===== config.mk =====
export PLATFORM = sky130hd
export DESIGN_NAME = wash_sequencer
export DESIGN_NICKNAME = d
export VERILOG_FILES = /design/src/rtl/wash_sequencer_pkg.sv /design/src/rtl/wash_sequencer_count_down.sv /design/src/rtl/wash_sequencer.sv
export SDC_FILE = /design/constraint.sdc
export NUM_CORES = 1
export LEC_CHECK = 0
export CAP_MARGIN = 10
export CORE_MARGIN = 4
export CORE_UTILIZATION = 42
export CTS_CLUSTER_DIAMETER = 40
export DETAILED_ROUTE_END_ITERATION = 10
export PLACE_DENSITY = 0.61
export SKIP_CTS_REPAIR_TIMING = 1
export SYNTH_ARGS = -nofsm -noshare
export SYNTH_HDL_FRONTEND = slang
export SYNTH_HIERARCHICAL = 1
export SYNTH_SLANG_ARGS = --single-unit

===== constraint.sdc =====
create_clock -name cp -period 6 [get_ports cp]
set_input_delay 1.2 -clock cp [delete_from_list [all_inputs] [get_ports cp]]
set_output_delay 1.2 -clock cp [all_outputs]
set_load 0.03 [all_outputs]

===== src/rtl/wash_sequencer_pkg.sv =====
// ---------------------------------------------------------------------------
// wash_sequencer_pkg
// Shared washer definitions: controller state encoding (also used by the
// STController), wash phase encoding, default durations, and small helpers
// for walking the pending-phase mask {spin, rinse, wash}.
// ---------------------------------------------------------------------------
package wash_sequencer_pkg;

  // Controller state as driven by the STController
  typedef enum logic [2:0] {
    ST_SHUTDOWN = 3'd0,
    ST_BEGIN    = 3'd1,
    ST_SET      = 3'd2,
    ST_RUN      = 3'd3,
    ST_ERROR    = 3'd4,
    ST_PAUSE    = 3'd5,
    ST_FINISH   = 3'd6,
    ST_SLEEP    = 3'd7
  } washState_e;

  // Active program phase; bit position in the mask is (phase - 1)
  typedef enum logic [1:0] {
    PH_IDLE  = 2'd0,
    PH_WASH  = 2'd1,
    PH_RINSE = 2'd2,
    PH_SPIN  = 2'd3
  } washPhase_e;

  // Default durations in seconds
  localparam int DEF_INIT_T   = 5;
  localparam int DEF_FINISH_T = 5;
  localparam int DEF_SLEEP_T  = 3;
  localparam int DEF_WASH_T   = 9;
  localparam int DEF_RINSE_T  = 6;
  localparam int DEF_SPIN_T   = 3;

  // An empty program selection means "run every phase"
  localparam logic [2:0] ALL_PHASES = 3'b111;

  // Lowest pending phase wins: wash before rinse before spin
  function automatic logic [1:0] lowestPhase(input logic [2:0] m);
    if (m[0])      return PH_WASH;
    else if (m[1]) return PH_RINSE;
    else if (m[2]) return PH_SPIN;
    else           return PH_IDLE;
  endfunction

  // One-hot mask bit belonging to a phase
  function automatic logic [2:0] phaseBit(input logic [1:0] p);
    case (p)
      PH_WASH:  return 3'b001;
      PH_RINSE: return 3'b010;
      PH_SPIN:  return 3'b100;
      default:  return 3'b000;
    endcase
  endfunction

  // Duration of a phase, given the three configured durations
  function automatic logic [3:0] phaseDuration(input logic [1:0] p,
                                               input logic [3:0] w,
                                               input logic [3:0] r,
                                               input logic [3:0] s);
    case (p)
      PH_WASH:  return w;
      PH_RINSE: return r;
      PH_SPIN:  return s;
      default:  return 4'd0;
    endcase
  endfunction

  // Total seconds for every phase enabled in the mask
  function automatic logic [5:0] programTotal(input logic [2:0] m,
                                              input logic [3:0] w,
                                              input logic [3:0] r,
                                              input logic [3:0] s);
    logic [5:0] total;
    total = 6'd0;
    if (m[0]) total = total + {2'b00, w};
    if (m[1]) total = total + {2'b00, r};
    if (m[2]) total = total + {2'b00, s};
    return total;
  endfunction

endpackage


===== src/rtl/wash_sequencer_count_down.sv =====
// ---------------------------------------------------------------------------
// count_down
// Loadable saturating down counter used for the begin, finish and sleep
// countdowns.
//   cp        : clock, rising edge
//   resetBtn  : asynchronous active-low reset
//   clear     : synchronous return to zero (highest priority)
//   load      : load loadValue (beats tick in the same cycle)
//   tick      : decrement by one, holding at zero
//   loadValue : value taken on load
//   count     : current count
// ---------------------------------------------------------------------------
module count_down #(
  parameter int WIDTH = 3
) (
  input  logic             cp,
  input  logic             resetBtn,
  input  logic             clear,
  input  logic             load,
  input  logic             tick,
  input  logic [WIDTH-1:0] loadValue,
  output logic [WIDTH-1:0] count
);

  // Clear beats load beats tick, so an entry cycle that also carries a tick
  // lands exactly on the load value. The zero check makes the counter stick
  // at zero instead of wrapping.
  always_ff @(posedge cp or negedge resetBtn) begin
    if (!resetBtn) begin
      count <= '0;
    end else if (clear) begin
      count <= '0;
    end else if (load) begin
      count <= loadValue;
    end else if (tick && (count != '0)) begin
      count <= count - 1'b1;
    end
  end

endmodule


===== src/rtl/wash_sequencer.sv =====
// ---------------------------------------------------------------------------
// wash_sequencer
// Datapath behind the washer controller: begin/finish/sleep countdowns and
// the wash -> rinse -> spin phase engine, all driven by the controller state.
//   cp         : clock, rising edge
//   resetBtn   : asynchronous active-low reset
//   tick       : one-cycle 1 Hz enable
//   state      : controller state (washState_e encoding)
//   modeSel    : program phase mask {spin, rinse, wash}, 0 selects all
//   initTime   : begin countdown
//   finishTime : finish buzzer countdown
//   sleepTime  : sleep hold countdown
//   hadFinish  : program completed, held until set or shutDown
//   shinning   : pending-phase mask {spin, rinse, wash}
//   phase      : 0 idle, 1 wash, 2 rinse, 3 spin
//   remainTime : total seconds left in the program
// ---------------------------------------------------------------------------
module wash_sequencer
  import wash_sequencer_pkg::*;
#(
  parameter int INIT_T   = DEF_INIT_T,
  parameter int FINISH_T = DEF_FINISH_T,
  parameter int SLEEP_T  = DEF_SLEEP_T,
  parameter int WASH_T   = DEF_WASH_T,
  parameter int RINSE_T  = DEF_RINSE_T,
  parameter int SPIN_T   = DEF_SPIN_T
) (
  input  logic       cp,
  input  logic       resetBtn,
  input  logic       tick,
  input  logic [2:0] state,
  input  logic [2:0] modeSel,
  output logic [2:0] initTime,
  output logic [2:0] finishTime,
  output logic [1:0] sleepTime,
  output logic       hadFinish,
  output logic [2:0] shinning,
  output logic [1:0] phase,
  output logic [5:0] remainTime
);

  localparam logic [3:0] WASH_D  = 4'(WASH_T);
  localparam logic [3:0] RINSE_D = 4'(RINSE_T);
  localparam logic [3:0] SPIN_D  = 4'(SPIN_T);

  washState_e curState;
  logic [2:0] prevState;
  logic       entry;
  logic       inShutDown;

  logic [2:0] mask;
  logic [3:0] phaseCnt;

  logic [2:0] maskNext;
  logic [2:0] shinNext;
  logic [1:0] phaseNext;
  logic [3:0] phaseCntNext;
  logic [5:0] remainNext;
  logic       hadFinishNext;
  logic [2:0] selMask;
  logic [2:0] clearedMask;

  assign curState   = washState_e'(state);
  assign entry      = (state != prevState);
  assign inShutDown = (curState == ST_SHUTDOWN);

  // Remember last cycle's state so a change of state can be seen as an
  // entry. Reset forces it to shutDown, which makes the first cycle after
  // release an entry whenever the controller is already elsewhere.
  always_ff @(posedge cp or negedge resetBtn) begin
    if (!resetBtn) begin
      prevState <= 3'd0;
    end else begin
      prevState <= state;
    end
  end

  // Each countdown loads on entry into its own state and only counts ticks
  // while that state persists, so ticks elsewhere have no effect.
  count_down #(.WIDTH(3)) initCounter (
    .cp        (cp),
    .resetBtn  (resetBtn),
    .clear     (inShutDown),
    .load      (entry && (curState == ST_BEGIN)),
    .tick      (tick && (curState == ST_BEGIN)),
    .loadValue (3'(INIT_T)),
    .count     (initTime)
  );

  count_down #(.WIDTH(3)) finishCounter (
    .cp        (cp),
    .resetBtn  (resetBtn),
    .clear     (inShutDown),
    .load      (entry && (curState == ST_FINISH)),
    .tick      (tick && (curState == ST_FINISH)),
    .loadValue (3'(FINISH_T)),
    .count     (finishTime)
  );

  count_down #(.WIDTH(2)) sleepCounter (
    .cp        (cp),
    .resetBtn  (resetBtn),
    .clear     (inShutDown),
    .load      (entry && (curState == ST_SLEEP)),
    .tick      (tick && (curState == ST_SLEEP)),
    .loadValue (2'(SLEEP_T)),
    .count     (sleepTime)
  );

  assign selMask     = (modeSel == 3'b000) ? ALL_PHASES : modeSel;
  assign clearedMask = shinning & ~phaseBit(phase);

  // Phase engine next-state. Set keeps reloading the program from modeSel
  // so the user can change the selection freely. Run consumes ticks; when
  // the current phase expires its bit is dropped and the next pending phase
  // is loaded in the same cycle, and dropping the last bit ends the
  // program. Every other state leaves the engine frozen, which is what lets
  // run resume after error, pause or sleep without any reload.
  always_comb begin
    maskNext      = mask;
    shinNext      = shinning;
    phaseNext     = phase;
    phaseCntNext  = phaseCnt;
    remainNext    = remainTime;
    hadFinishNext = hadFinish;
    case (curState)
      ST_SHUTDOWN: begin
        maskNext      = 3'b000;
        shinNext      = 3'b000;
        phaseNext     = PH_IDLE;
        phaseCntNext  = 4'd0;
        remainNext    = 6'd0;
        hadFinishNext = 1'b0;
      end
      ST_SET: begin
        maskNext      = selMask;
        shinNext      = selMask;
        phaseNext     = lowestPhase(selMask);
        phaseCntNext  = phaseDuration(lowestPhase(selMask), WASH_D, RINSE_D, SPIN_D);
        remainNext    = programTotal(selMask, WASH_D, RINSE_D, SPIN_D);
        hadFinishNext = 1'b0;
      end
      ST_RUN: begin
        if (tick && (phase != PH_IDLE)) begin
          if (phaseCnt <= 4'd1) begin
            shinNext = clearedMask;
            if (clearedMask == 3'b000) begin
              phaseNext     = PH_IDLE;
              phaseCntNext  = 4'd0;
              remainNext    = 6'd0;
              hadFinishNext = 1'b1;
            end else begin
              phaseNext    = lowestPhase(clearedMask);
              phaseCntNext = phaseDuration(lowestPhase(clearedMask), WASH_D, RINSE_D, SPIN_D);
              remainNext   = remainTime - 1'b1;
            end
          end else begin
            phaseCntNext = phaseCnt - 1'b1;
            remainNext   = remainTime - 1'b1;
          end
        end
      end
      default: begin
      end
    endcase
  end

  // Phase engine registers; reset drives every output to zero immediately.
  always_ff @(posedge cp or negedge resetBtn) begin
    if (!resetBtn) begin
      mask       <= 3'b000;
      shinning   <= 3'b000;
      phase      <= PH_IDLE;
      phaseCnt   <= 4'd0;
      remainTime <= 6'd0;
      hadFinish  <= 1'b0;
    end else begin
      mask       <= maskNext;
      shinning   <= shinNext;
      phase      <= phaseNext;
      phaseCnt   <= phaseCntNext;
      remainTime <= remainNext;
      hadFinish  <= hadFinishNext;
    end
  end

endmodule


* Yosys cells after proc, flatten, opt, wreduce, memory -nomap -nowiden
Cells that the tools add are included.
** Cells by class
- $add $sub $neg :: 7
- Multipliers :: 0
- Divide/modulo/power cells :: 0
- Order comparisons :: 1
- Equality and inequality tests :: 18
- Shift-type cells :: 0
- Muxes and demuxes :: 48
- Bitwise gates (word level) :: 2
- Reduce and logical (&&, ||, !) cells :: 26
** Operator list (count)
- 6-bit 2-to-1 mux :: 7
- 4-bit one-hot mux with 3 select lines :: 3
- 2-bit 2-to-1 mux :: 17
- 3-bit 2-to-1 mux :: 9
- 3-bit one-hot mux with 3 select lines :: 2
- 6-bit one-hot mux with 3 select lines :: 1
- 3-bit nonzero test :: 6
- 4-bit 2-to-1 mux :: 4
- 2-bit equality test (second input constant) :: 6
- 1-bit logical AND :: 10
- 3-bit zero test :: 3
- 6-bit by 2-bit adder with 6-bit output (second input constant) :: 1
- 6-bit by 3-bit adder with 6-bit output (second input constant) :: 1
- 2-bit by 1-bit equality test with 1-bit output (second input constant) :: 3
- 3-bit by 2-bit equality test with 1-bit output (second input constant) :: 2
- 3-bit equality test (second input constant) :: 2
- 2-bit != test (second input constant) :: 3
- 2-bit one-hot mux with 3 select lines :: 1
- 2-bit nonzero test :: 3
- 3-bit by 1-bit subtractor with 3-bit output (second input constant) :: 2
- 6-bit by 1-bit subtractor with 6-bit output (second input constant) :: 1
- 4-bit by 1-bit <= comparator with 1-bit output (second input constant) :: 1
- 4-bit AND reduction :: 1
- 4-bit by 1-bit subtractor with 4-bit output (second input constant) :: 1
- other kinds (10) :: 12
** Word-level totals
- Register bits after elaboration :: 27
- Bits in latches :: 0
- Bits in writable memories :: 0
- ROM bits :: 0
- Bits of input ports :: 9
- Output and inout bits :: 20
- Memories kept :: 0

* Depth between registers and ports, before layout
- Depth after elaboration :: 17
- Depth in mapped cells :: 7

* Cells and area by module
The synthesis kept the hierarchy.
** By module, submodules not included
- wash_sequencer :: times used 1, cells an instance 162, area each 1367.6 um2
- count_down (finishCounter ...) :: times used 2, cells an instance 21, area each 195.2 um2
- count_down (sleepCounter) :: times used 1, cells an instance 14, area each 150.1 um2

* Worst setup path before layout
No wires, ideal clock.
- Path type :: input -> register
- Start :: input port state[2]
- End :: register finishCounter.count[1]
- Library setup time :: 0.155 ns
- Data arrival time :: 2.270 ns
- Required time :: 5.845 ns
- Path slack :: 3.575 ns
- Stages on the path :: 4
- Path buffers :: 1
- Cell sequence :: clkbuf_1 nor4bb_1 nor2b_1 nor3_1
** Between the ends
- Cells in the longest elaborated chain, start to end :: 4
- Elaborated cells between the ends (all ways) :: 9
- Classes of those cells :: eq/ne: 2; mux: 2; reduce/logical: 5
** Ends and longest elaborated chain
- from (decl) :: line wash_sequencer.sv:31 : input logic [2:0] state,
- 3-bit != test / 3-bit equality test (equally long branches) :: line wash_sequencer.sv:64, wash_sequencer.sv:94, wash_sequencer.sv:95
- 1-bit logical AND (on tied branches) :: line wash_sequencer.sv:94, wash_sequencer.sv:95
- 3-bit 2-to-1 mux / 1-bit logical AND (equally long branches) :: line wash_sequencer_count_down.sv:33, wash_sequencer_count_down.sv:35
- 3-bit 2-to-1 mux / 3-bit nonzero test (equally long branches)
- to (signal assigned) :: line wash_sequencer_count_down.sv:34 : count <= loadValue;
- to (signal assigned) :: line wash_sequencer_count_down.sv:36 : count <= count - 1'b1;
- to (decl) :: line wash_sequencer_count_down.sv:22 : output logic [WIDTH-1:0] count
Parallel ways exist; a longest one is shown, timed or not.
A chain may end at the register's enable or synchronous reset.

* Final worst setup path
- Start :: input port state[1]
- End :: register shinning[2]
** Between the ends
- Cells in the longest elaborated chain, start to end :: 3
- Elaborated cells between the ends (all ways) :: 8
- Classes of those cells :: eq/ne: 4; mux: 1; reduce/logical: 3
** Ends and longest elaborated chain
- 3-bit by 2-bit equality test with 1-bit output (tied with other cells) :: line wash_sequencer.sv:126 : case (curState)
- 2-bit != test (no line) / 3-bit nonzero test (equally long branches)
- 3-bit AND reduction (no line)
- to (signal assigned) :: line wash_sequencer.sv:179 : shinning <= shinNext;
- to (decl) :: line wash_sequencer.sv:37 : output logic [2:0] shinning,
Parallel ways exist; a longest one is shown, timed or not.

==> run_results.csv <==
group,metric,value,unit
yosys,synth_edf_count,0,
place,io_buffers,28,
run_status,status,"finished, final reports clean",
yosys,synth_cell_types,49,
yosys,synth_sequential_area_ratio,35.4,%
yosys,synthTopCellsByArea,"dfrtp_1 (35%), ha_1 (7.9%), a21oi_1 (5.2%)",
clocking,clk_pin_slew,0.09,ns
setup_path,cp-start-kind,"input pin",
place,place_hpwl,3060,microns
grt,first_global_vias,1604,
finish,area_growth,20.1,%
sta,rsz0062_at_grt,"false",
yosys,synthCells,218,
floorplan,fp.dieH,75.4,microns
grt,grt_max_degree,28,
grt,grt_overflow,0,
routing,drc,0,
place,gp_congestion,0.900,
finish,layout.nets,271,
power,switchingPower,0.261,mW
yosys,netlist.area_leader.share,35.4,%
finish,fin_util,52.3,%
power,power_density,284,nW/um^2
clocking,cts_tree,"built",
floorplan,initial_utilization,43.5,%
power,seq_power_share,39.4,%
run,maxCapViolCount,0,
setup_path,criticalPathCategory,"input pin to flip-flop",
power,intPower,0.389,mW
yosys,syn_area_per_cell,8.75,sq um
grt,grt_pass1_wl,7130,microns
setup_path,worstPathRequired,6.15,ns
routing,drt_iter0_drc,84,
sta,fin_crit_sh,56.1,%
clocking,cts-root-buf,"clkbuf_8",
sta,worst_slew_pin_slew,0.999,ns
routing,wl,4060,microns
grt,track_usage,15.9,%
sta,fin_tns_setup,0,ns
clocking,numCtsBuffers,3,
power,power_leakage,0.976,nW
routing,avgRoutedWirePerCell,13.5,microns
yosys,yosys.area.top_type,"dfrtp_1",
sta,slew_headroom,32.9,%
hold_path,min_from,"hadFinish",
sta,fin_crit,3.37,ns
sta,skew,0.00148,ns
setup_path,worstPathMaxFanout,13,
power,p_clk_share,16.0,%
clocking,clock-sinks,27,
yosys,syn-cell-area,1910,sq um
finish,antennaDiodeCount,0,
sta,hold_viol,0,
routing,drtPass1Iterations,4,
floorplan,fp-row-count,24,
finish,drive_gt1_share,7.23,%
clocking,cts.path.max_buffers,2,
finish,fillers,433,
yosys,ys.flop_type,"dfrtp_1",
setup_path,worstSetupEndpointType,"flip-flop",
routing,num_vias,1605,
yosys,yosys_warnings,6,
finish,layoutNonFillerInstCount,301,
place,dpl.cell_count,297,
yosys,async_reset_ff_share,100,%
setup_path,critPathArrivalTime,3.52,ns
grt,antenna_found_initial,0,
power,power_frac_comb,44.7,%
floorplan,die_x,75.4,microns
power,p_sw_share,40.1,%
setup_path,cp-startpoint,"state[1]",
sta,setup_viol,0,
clocking,clk_latency,0.27,ns
hold_path,hold_class,"flip-flop to flip-flop",
floorplan,dieArea,5690,sq um
setup_path,r2r_start,"phase[0]",
floorplan,ioPinCount,29,
routing,via_per_inst,5.33,
power,ir_worst_vdd,0.106,mV
routing,ant_nets,0,
sta,maxSlewViolCount,0,
yosys,synth_seq_cells,27,
floorplan,coreArea,4380,sq um
sta,fmax,0.297,GHz
power,p_total,0.650,mW
clocking,cts_max_level,1,
-- final cells by class --
type / count / area [sq um] / area share, %
multi-input cells: 172 / 1150 / 50.3
flip-flops and latches: 27 / 676 / 29.5
repair buffers: 29 / 288 / 12.6
well taps: 52 / 65.1 / 2.84
inverters: 17 / 63.8 / 2.79
clock buffers: 3 / 41.3 / 1.80
clock inverters: 1 / 5.00 / 0.218
-- per-layer routing --
layer	GRT usage, %	vias up	wire (microns)
li1	-	828	-
met1	21.3	738	2000
met2	26.2	33	1840
met3	3.30	6	167
met4	4.27	0	51
met5	0	-	0
-- synthesized netlist by cell type, drive strengths merged (2+ instances only) --
cell and number:
dfrtp 27, a21oi 20, nor2 18, o21ai 18, inv 17, ha 12, nand2 12, nor3 10
nor2b 9, nor3b 8, a211oi 7, a31oi 5, buf 5, nand2b 5, o21a 5, xnor2 4
clkbuf 3, or3 3, a211o 2, a21o 2, conb 2, mux2i 2, nand3 2, o211ai 2
or2 2
-- metrics by stage --
step	hold slack, ns	worst slack (ns)	cell area [sq um]
finish	0.535	2.63	2290
global route	0.555	2.21	2290
CTS	0.546	2.59	2290
detailed placement	0.524	2.31	2240
global placement	0.520	2.39	2240
floorplan	0.509	3.58	1930
-- flip-flops by register name, indices dropped and copies added (netlist names), 2 cells and up --
register and count:
sleepCounter/count 2, finishCounter/count 3, prevState 3, shinning 3, phase 2, initCounter/count 3
phaseCnt 4, remainTime 6
-- power groups by stage --
stage | combinational, mW | clock (mW) | sequential, mW
final | 0.291 | 0.104 | 0.256
after CTS | 0.294 | 0.110 | 0.257
after global routing | 0.324 | 0.117 | 0.263
after detailed placement | 0.293 | 0 | 0.260
after floorplan | 0.147 | 0 | 0.305
after global placement | 0.292 | 0 | 0.260
-- final timing paths --
check	to	slack, ns	depth (start not counted)
max in group asynchronous	shinning[0]	4.44	2
max	shinning[2]	2.63	6
max reg2reg	shinning[2]	3.67	5
min	hadFinish	0.53	1
min in group asynchronous	initCounter/count[0]	1.30	2
min reg2reg	hadFinish	0.53	1
-- worst max-delay path, stage by stage --
cell	delay, ns
clkdlybuf4s50_1	0.66
o211ai_1	0.17
a21oi_1	0.76
o21ai_0	0.39
o21ai_0	0.24
o21ai_0	0.10
-- kinds of logic (layout without fill, tap and decap cells) --
logic type               after synthesis  in the layout  share of synthesized area [%]
AO/OA/AOI/OAI                         71             71                           25.6
XOR/XNOR                               4              4                           1.84
adder cells (fa/ha/maj)               12             12                           7.87
buffers and inverters                 25             50                           5.38
flip-flops                            27             27                           35.4
multiplexers                           2              2                           1.05
other                                  2              8                          0.394
AND/OR/NAND/NOR                       75             75                           22.4
-- cell usage in the layout, fill, tap and decap left out, types with 2 or more instances in the layout --
cell / count
clkdlybuf4s50_1: 28
dfrtp_1: 27
a21oi_1: 20
nor2_1: 18
inv_1: 17
o21ai_0: 16
nand2_1: 12
ha_1: 12
nor3_1: 9
nor2b_1: 9
conb_1: 8
nor3b_1: 7
a211oi_1: 6
a31oi_1: 5
o21a_1: 5
xnor2_1: 4
nand2b_1: 3
clkbuf_8: 3
nand3_1: 2
o211ai_1: 2
or2_2: 2
nand2b_4: 2
mux2i_1: 2
a21o_1: 2
or3_1: 2
a211o_1: 2
Note: power is estimated with default switching activity, not from simulation.
